[config.mk]
export PLATFORM = sky130hd
export DESIGN_NAME = wb_merge_flat
export DESIGN_NICKNAME = d
export VERILOG_FILES = /design/src/rtl/wb_merge_if.sv /design/src/rtl/wb_merge.sv /design/src/flat_wrapper.sv
export SDC_FILE = /design/constraint.sdc
export NUM_CORES = 1
export LEC_CHECK = 0
export CORE_ASPECT_RATIO = 1.75
export CORE_MARGIN = 1
export CORE_UTILIZATION = 45
export DETAILED_ROUTE_END_ITERATION = 12
export GPL_ROUTABILITY_DRIVEN = 0
export PLACE_DENSITY = 0.73
export SETUP_SLACK_MARGIN = 0.05
export SYNTH_ARGS = -nofsm -noshare
export SYNTH_HDL_FRONTEND = slang
export SYNTH_SLANG_ARGS = --single-unit
[constraint.sdc]
create_clock -name clk -period 5.3 [get_ports clk]
set_input_delay 1.59 -clock clk [delete_from_list [all_inputs] [get_ports clk]]
set_output_delay 1.59 -clock clk [all_outputs]
set_load 0.01 [all_outputs]
[src/rtl/wb_merge_if.sv]
// Register-file write-back bundle: one synchronous write port (enable, address, data).
`ifndef DATA_WIDTH
`define DATA_WIDTH 32
`endif

interface write_back_ifc #(
    parameter int ADDR_W = 6,
    parameter int DATA_W = `DATA_WIDTH
);
    logic              uses_rw;
    logic [ADDR_W-1:0] rw_addr;
    logic [DATA_W-1:0] rw_data;

    modport out (output uses_rw, rw_addr, rw_data);
    modport rf  (input  uses_rw, rw_addr, rw_data);
endinterface

[src/rtl/wb_merge.sv]
// Write-back merge: loads take the register-file port unconditionally, ALU results queue in a FIFO.
// Optional macro WB_MERGE_BYPASS_EN lets an ALU result skip an empty FIFO straight into the output register.
`ifndef DATA_WIDTH
`define DATA_WIDTH 32
`endif

module wb_merge #(
    parameter int DEPTH  = 4,
    parameter int ADDR_W = 6,
    parameter int DATA_W = `DATA_WIDTH
) (
    input  logic                       clk,
    input  logic                       rst,
    input  logic                       i_alu_valid,
    input  logic [ADDR_W-1:0]          i_alu_addr,
    input  logic [DATA_W-1:0]          i_alu_data,
    output logic                       o_alu_ready,
    input  logic                       i_mem_valid,
    input  logic [ADDR_W-1:0]          i_mem_addr,
    input  logic [DATA_W-1:0]          i_mem_data,
    write_back_ifc.out                 o_wb,
    input  logic [ADDR_W-1:0]          i_query_addr,
    output logic                       o_query_hit,
    output logic [DATA_W-1:0]          o_query_data,
    output logic [$clog2(DEPTH):0]     o_count
);
    localparam int PTR_W = $clog2(DEPTH);
    localparam int CNT_W = PTR_W + 1;
    localparam logic [CNT_W-1:0] DEPTH_C = CNT_W'(DEPTH);

    logic [PTR_W-1:0]  rd_ptr_q, rd_ptr_d;
    logic [PTR_W-1:0]  wr_ptr_q, wr_ptr_d;
    logic [CNT_W-1:0]  count_q, count_d;
    logic              uses_rw_q, uses_rw_d;
    logic [ADDR_W-1:0] rw_addr_q, rw_addr_d;
    logic [DATA_W-1:0] rw_data_q, rw_data_d;

    logic [ADDR_W-1:0] fifo_addr_q [DEPTH];
    logic [DATA_W-1:0] fifo_data_q [DEPTH];

    logic alu_ready;
    logic alu_take;
    logic mem_take;
    logic fifo_empty;
    logic bypass;
    logic push;
    logic pop;

    // Ready looks only at registered occupancy, so a full FIFO refuses even while popping.
    assign alu_ready  = (count_q < DEPTH_C);
    assign alu_take   = i_alu_valid && alu_ready && (i_alu_addr != '0);
    assign mem_take   = i_mem_valid && (i_mem_addr != '0);
    assign fifo_empty = (count_q == '0);

`ifdef WB_MERGE_BYPASS_EN
    assign bypass = fifo_empty && !mem_take && alu_take;
`else
    assign bypass = 1'b0;
`endif

    assign pop  = !mem_take && !fifo_empty;
    assign push = alu_take && !bypass;

    always_comb begin
        uses_rw_d = 1'b0;
        rw_addr_d = rw_addr_q;
        rw_data_d = rw_data_q;
        if (mem_take) begin
            uses_rw_d = 1'b1;
            rw_addr_d = i_mem_addr;
            rw_data_d = i_mem_data;
        end else if (!fifo_empty) begin
            uses_rw_d = 1'b1;
            rw_addr_d = fifo_addr_q[rd_ptr_q];
            rw_data_d = fifo_data_q[rd_ptr_q];
        end else if (bypass) begin
            uses_rw_d = 1'b1;
            rw_addr_d = i_alu_addr;
            rw_data_d = i_alu_data;
        end
    end

    always_comb begin
        rd_ptr_d = pop  ? rd_ptr_q + PTR_W'(1) : rd_ptr_q;
        wr_ptr_d = push ? wr_ptr_q + PTR_W'(1) : wr_ptr_q;
        count_d  = count_q;
        case ({push, pop})
            2'b10:   count_d = count_q + CNT_W'(1);
            2'b01:   count_d = count_q - CNT_W'(1);
            default: count_d = count_q;
        endcase
    end

    always_ff @(posedge clk) begin
        if (rst) begin
            rd_ptr_q  <= '0;
            wr_ptr_q  <= '0;
            count_q   <= '0;
            uses_rw_q <= 1'b0;
            rw_addr_q <= '0;
            rw_data_q <= '0;
        end else begin
            rd_ptr_q  <= rd_ptr_d;
            wr_ptr_q  <= wr_ptr_d;
            count_q   <= count_d;
            uses_rw_q <= uses_rw_d;
            rw_addr_q <= rw_addr_d;
            rw_data_q <= rw_data_d;
        end
    end

    // Storage carries no reset; only entries between the pointers are ever read.
    always_ff @(posedge clk) begin
        if (push) begin
            fifo_addr_q[wr_ptr_q] <= i_alu_addr;
            fifo_data_q[wr_ptr_q] <= i_alu_data;
        end
    end

    // Scan oldest to youngest (output register, then head..tail) so the last match is the youngest.
    logic [PTR_W-1:0] scan_idx;
    always_comb begin
        o_query_hit  = 1'b0;
        o_query_data = '0;
        scan_idx     = rd_ptr_q;
        if (i_query_addr != '0) begin
            if (uses_rw_q && (rw_addr_q == i_query_addr)) begin
                o_query_hit  = 1'b1;
                o_query_data = rw_data_q;
            end
            for (int k = 0; k < DEPTH; k++) begin
                scan_idx = rd_ptr_q + PTR_W'(k);
                if ((CNT_W'(k) < count_q) && (fifo_addr_q[scan_idx] == i_query_addr)) begin
                    o_query_hit  = 1'b1;
                    o_query_data = fifo_data_q[scan_idx];
                end
            end
        end
    end

    assign o_alu_ready  = alu_ready;
    assign o_count      = count_q;
    assign o_wb.uses_rw = uses_rw_q;
    assign o_wb.rw_addr = rw_addr_q;
    assign o_wb.rw_data = rw_data_q;
endmodule

[src/flat_wrapper.sv]
// flat-port wrapper written by rule: the top's interface ports become plain ports
module wb_merge_flat 
#(
    parameter int DEPTH  = 4,
    parameter int ADDR_W = 6,
    parameter int DATA_W = `DATA_WIDTH
)
  (clk, rst, i_alu_valid, i_alu_addr, i_alu_data, o_alu_ready, i_mem_valid, i_mem_addr, i_mem_data, i_query_addr, o_query_hit, o_query_data, o_count, o_wb_uses_rw, o_wb_rw_addr, o_wb_rw_data);
  write_back_ifc #(.ADDR_W(ADDR_W), .DATA_W(DATA_W)) o_wb_i ();
  input  logic clk;
  input  logic rst;
  input  logic i_alu_valid;
  input  logic [ADDR_W-1:0] i_alu_addr;
  input  logic [DATA_W-1:0] i_alu_data;
  output logic o_alu_ready;
  input  logic i_mem_valid;
  input  logic [ADDR_W-1:0] i_mem_addr;
  input  logic [DATA_W-1:0] i_mem_data;
  input  logic [ADDR_W-1:0] i_query_addr;
  output logic o_query_hit;
  output logic [DATA_W-1:0] o_query_data;
  output logic [$clog2(DEPTH):0] o_count;
  output wire logic [$bits(o_wb_i.uses_rw)-1:0] o_wb_uses_rw;
  output wire logic [$bits(o_wb_i.rw_addr)-1:0] o_wb_rw_addr;
  output wire logic [$bits(o_wb_i.rw_data)-1:0] o_wb_rw_data;
  assign o_wb_uses_rw = o_wb_i.uses_rw;
  assign o_wb_rw_addr = o_wb_i.rw_addr;
  assign o_wb_rw_data = o_wb_i.rw_data;
  wb_merge #(.DEPTH(DEPTH), .ADDR_W(ADDR_W), .DATA_W(DATA_W)) u_core (.clk(clk), .rst(rst), .i_alu_valid(i_alu_valid), .i_alu_addr(i_alu_addr), .i_alu_data(i_alu_data), .o_alu_ready(o_alu_ready), .i_mem_valid(i_mem_valid), .i_mem_addr(i_mem_addr), .i_mem_data(i_mem_data), .o_wb(o_wb_i), .i_query_addr(i_query_addr), .o_query_hit(o_query_hit), .o_query_data(o_query_data), .o_count(o_count));
endmodule
==> results.sh <==
export IMPL_outcome="completed"
export IMPL_critical_path_endpoint_type="output pin"
export IMPL_dieHeight_um=220
export IMPL_synth_top_cell_area_share_pct=37.3
export IMPL_worstSkewPairLatency_ns=0.45
export IMPL_syn_nets=1131
export IMPL_synth_edff_count=152
export IMPL_die_w_um=127
export IMPL_slew_viol_final=0
export IMPL_period_share_pct=97.9
export IMPL_synth_seq_cells=200
export IMPL_critPathKind="primary input to output pin"
export IMPL_drc=0
export IMPL_netlist_instances=1036
export IMPL_core_um2=26700
export IMPL_clock_skew_ns=0.0118
export IMPL_place_area_um2=14400
export IMPL_period_minus_slack_ns=5.19
export IMPL_required_ns=3.71
export IMPL_finalHoldViolations=0
export IMPL_dr_pass1_iters=5
export IMPL_setup_viol=0
export IMPL_cts_sinks=200
export IMPL_rows=79
export IMPL_grt_pass1_wl_mm=54.8
export IMPL_via_count=9838
export IMPL_cts_buffers=17
export IMPL_drive_gt1_share_pct=28.8
export IMPL_area_growth_pct=27.6
export IMPL_port_buffer_count=161
export IMPL_h_tree_depth=4
export IMPL_vias_per_cell=6.41
export IMPL_initial_utilization_pct=45.9
export IMPL_seq_area_um2=5540
export IMPL_antenna_found_initial=4
export IMPL_grt_pass1_vias=9767
export IMPL_cts_root_buf="clkbuf_16"
export IMPL_final_fill_count=2127
export IMPL_hold_buffers=0
export IMPL_die_area_um2=27900
export IMPL_worstSetupStartpointType="primary input"
export IMPL_cts_tree="done"
export IMPL_ant_nets=0
export IMPL_yosysSeqAreaShare_pct=45.1
export IMPL_wirelength_mm=36.6
export IMPL_drt_iter0_markers=747
export IMPL_grt_ovfl_total=0
export IMPL_ios=162
export IMPL_synthSimpleGateAreaFrac_pct=11.3
export IMPL_peakVddDrop_v=0.000249
export IMPL_cap_violations=0
export IMPL_num_nets_final=1289
export IMPL_synthAdderAreaFrac_pct=0.920
export IMPL_rsz0062_at_grt="yes"
export IMPL_synth_mux_area_share_pct=25.1
export IMPL_syn_area_per_cell_um2=11.8
export IMPL_cp_max_fo=6
export IMPL_synth_most_common_cell="nand2_1"
export IMPL_tns_ns=0
export IMPL_yosys_warnings=0
export IMPL_worst_pin_slew_ns=1.12
export IMPL_clk_pin_slew_worst_paths_ns=0.07
export IMPL_grt_usage_pct=26.5
export IMPL_synth_compound_area_share_pct=11.3
export IMPL_cts_max_path_buffers=2
export IMPL_arrival_ns=3.60
export IMPL_slew_headroom_pct=24.8
export IMPL_ys_types=44
export IMPL_ys_top_cells_by_area="edfxtp_1, mux4_2, dfxtp_1"
export IMPL_slowest_stage="nor4_2"
export IMPL_leakage_nw=5.08
export IMPL_path_cells="buf_8, buf_6, xor2_2, nor4_2, buf_4, buf_6, and3_4, buf_12, a221oi_2, o32ai_1, buf_4, clkdlybuf4s15_2"
export IMPL_synth_xor_xnor_area_share_pct=2.22
export IMPL_detail_route_wl_per_cell_um=23.9
export IMPL_hpwl_mm=23.3
export IMPL_synth_top_cell_by_area="edfxtp_1"
export IMPL_synth_main_ff_cell="edfxtp_1"
export IMPL_max_freq_ghz=0.193
export IMPL_slowest_delay_ns=0.28
export IMPL_synth_commonest_cells="nand2_1, edfxtp_1, mux4_2, mux2i_1, o21ai_0"
export IMPL_synth_top_family_by_area="multiplexers"
export IMPL_syn_cell_area_um2=12200
export IMPL_multi_input_area_um2=6700
export IMPL_whs_ns=0.503
export IMPL_grt_max_degree=90
export IMPL_min_path_type="flop to flop"
export IMPL_powerDensity_nw_per_um2=389
export IMPL_final_cell_area_um2=15600
export IMPL_async_flop_share_pct=0
placed cells by master (no fill, tap or decap), types with 6 or more instances in the layout:
cell type and instances:
buf_6 10, xnor2_2 6, o21ai_0 63, mux4_2 89, clkdlybuf4s50_1 121, a221oi_1 8
buf_4 53, mux2i_1 68, inv_1 8, a221oi_2 21, clkbuf_16 19, o32ai_2 15
dfxtp_1 44, buf_12 13, a311oi_1 35, edfxtp_1 152, xnor2_1 11, mux2_2 33
nor3_1 32, nand2_1 174, and2_1 32, buf_2 29, o32ai_1 15, ha_1 9
xor2_1 10, nor2_1 48
worst max-delay path: cells and delay by family:
kind / cells / cell delay [ns]
buf+inv: 7 / 1.01
simple gates: 2 / 0.52
compound gates: 2 / 0.32
xor+xnor: 1 / 0.14
final cells by class:
| type | count | area share, % |
|---|---|---|
| Multi-Input combinational cell | 726 | 42.9 |
| Sequential cell | 200 | 35.5 |
| Timing Repair Buffer | 241 | 15.1 |
| Clock buffer | 17 | 2.72 |
| Tap cell | 324 | 2.60 |
| Clock inverter | 15 | 1.03 |
| Inverter | 8 | 0.192 |
| Antenna cell | 4 | 0.0641 |
kinds of logic (layout without fill, tap and decap cells):
kind of cell,Yosys count,in the layout
compound gates,179,179
xor+xnor,31,31
fa+ha+maj,9,9
buf+inv,110,281
flops,200,200
mux,191,191
other cells,0,4
simple gates,316,316
flip-flops by register name, indices dropped and copies added (netlist names), named ones only:
signal and count:
u_core.fifo_addr_q 24, u_core.fifo_data_q 128, u_core.o_count 3, u_core.o_wb.rw_addr 6, u_core.o_wb.rw_data 32, u_core.o_wb.uses_rw 1
u_core.rd_ptr_q 2, u_core.wr_ptr_q 2
per-layer routing:
metal	share of wire [%]	vias up	global-route usage (%)
li1	-	4349	-
met1	36	4863	29.5
met2	52	490	46.4
met3	5.9	134	3.72
met4	6.2	2	19.7
met5	0.046	-	0
stage by stage:
stage | total power, W | setup slack (ns) | utilization (%) | cells
finish | 0.00608 | 0.113 | 58.5 | 1535
detailed placement | 0.00470 | -0.815 | 53.9 | 1470
floorplan | 0.00386 | 0.100 | - | 1036
global route | 0.00638 | -0.0115 | 58.5 | 1534
global placement | 0.00465 | -0.817 | 53.9 | 1470
CTS | 0.00605 | 0.0454 | 57.7 | 1516
power by group:
part	total, W	internal (W)	switching, W	leakage (nW)
Clock	0.00129	0.000666	0.000627	0.279
Sequential	0.00212	0.00190	0.000212	1.80
Combinational	0.00267	0.00122	0.00145	3.01
worst paths after layout:
check,startpoint,end,slack [ns],depth (start not counted)
min reg2reg,u_core.o_wb.rw_data[17]$_SDFFE_PP0P_,u_core.o_wb.rw_data[17]$_SDFFE_PP0P_,0.50,2
max reg2reg,u_core.o_count[2]$_SDFFE_PP0P_,u_core.fifo_data_q[1][13]$_DFFE_PP_,2.80,4
max,i_query_addr[5],o_query_data[19],0.11,12
min,u_core.o_wb.rw_data[17]$_SDFFE_PP0P_,u_core.o_wb.rw_data[17]$_SDFFE_PP0P_,0.50,2
repair_timing:
| action | CTS | global route |
|---|---|---|
| gates cloned | 3 | 2 |
| buffers inserted | 11 | 14 |
| setup endpoints to repair | 33 | 33 |
| resized for setup | 202 | 22 |
| pin swaps | 42 | 12 |
Note: power is estimated with default switching activity, not from simulation.
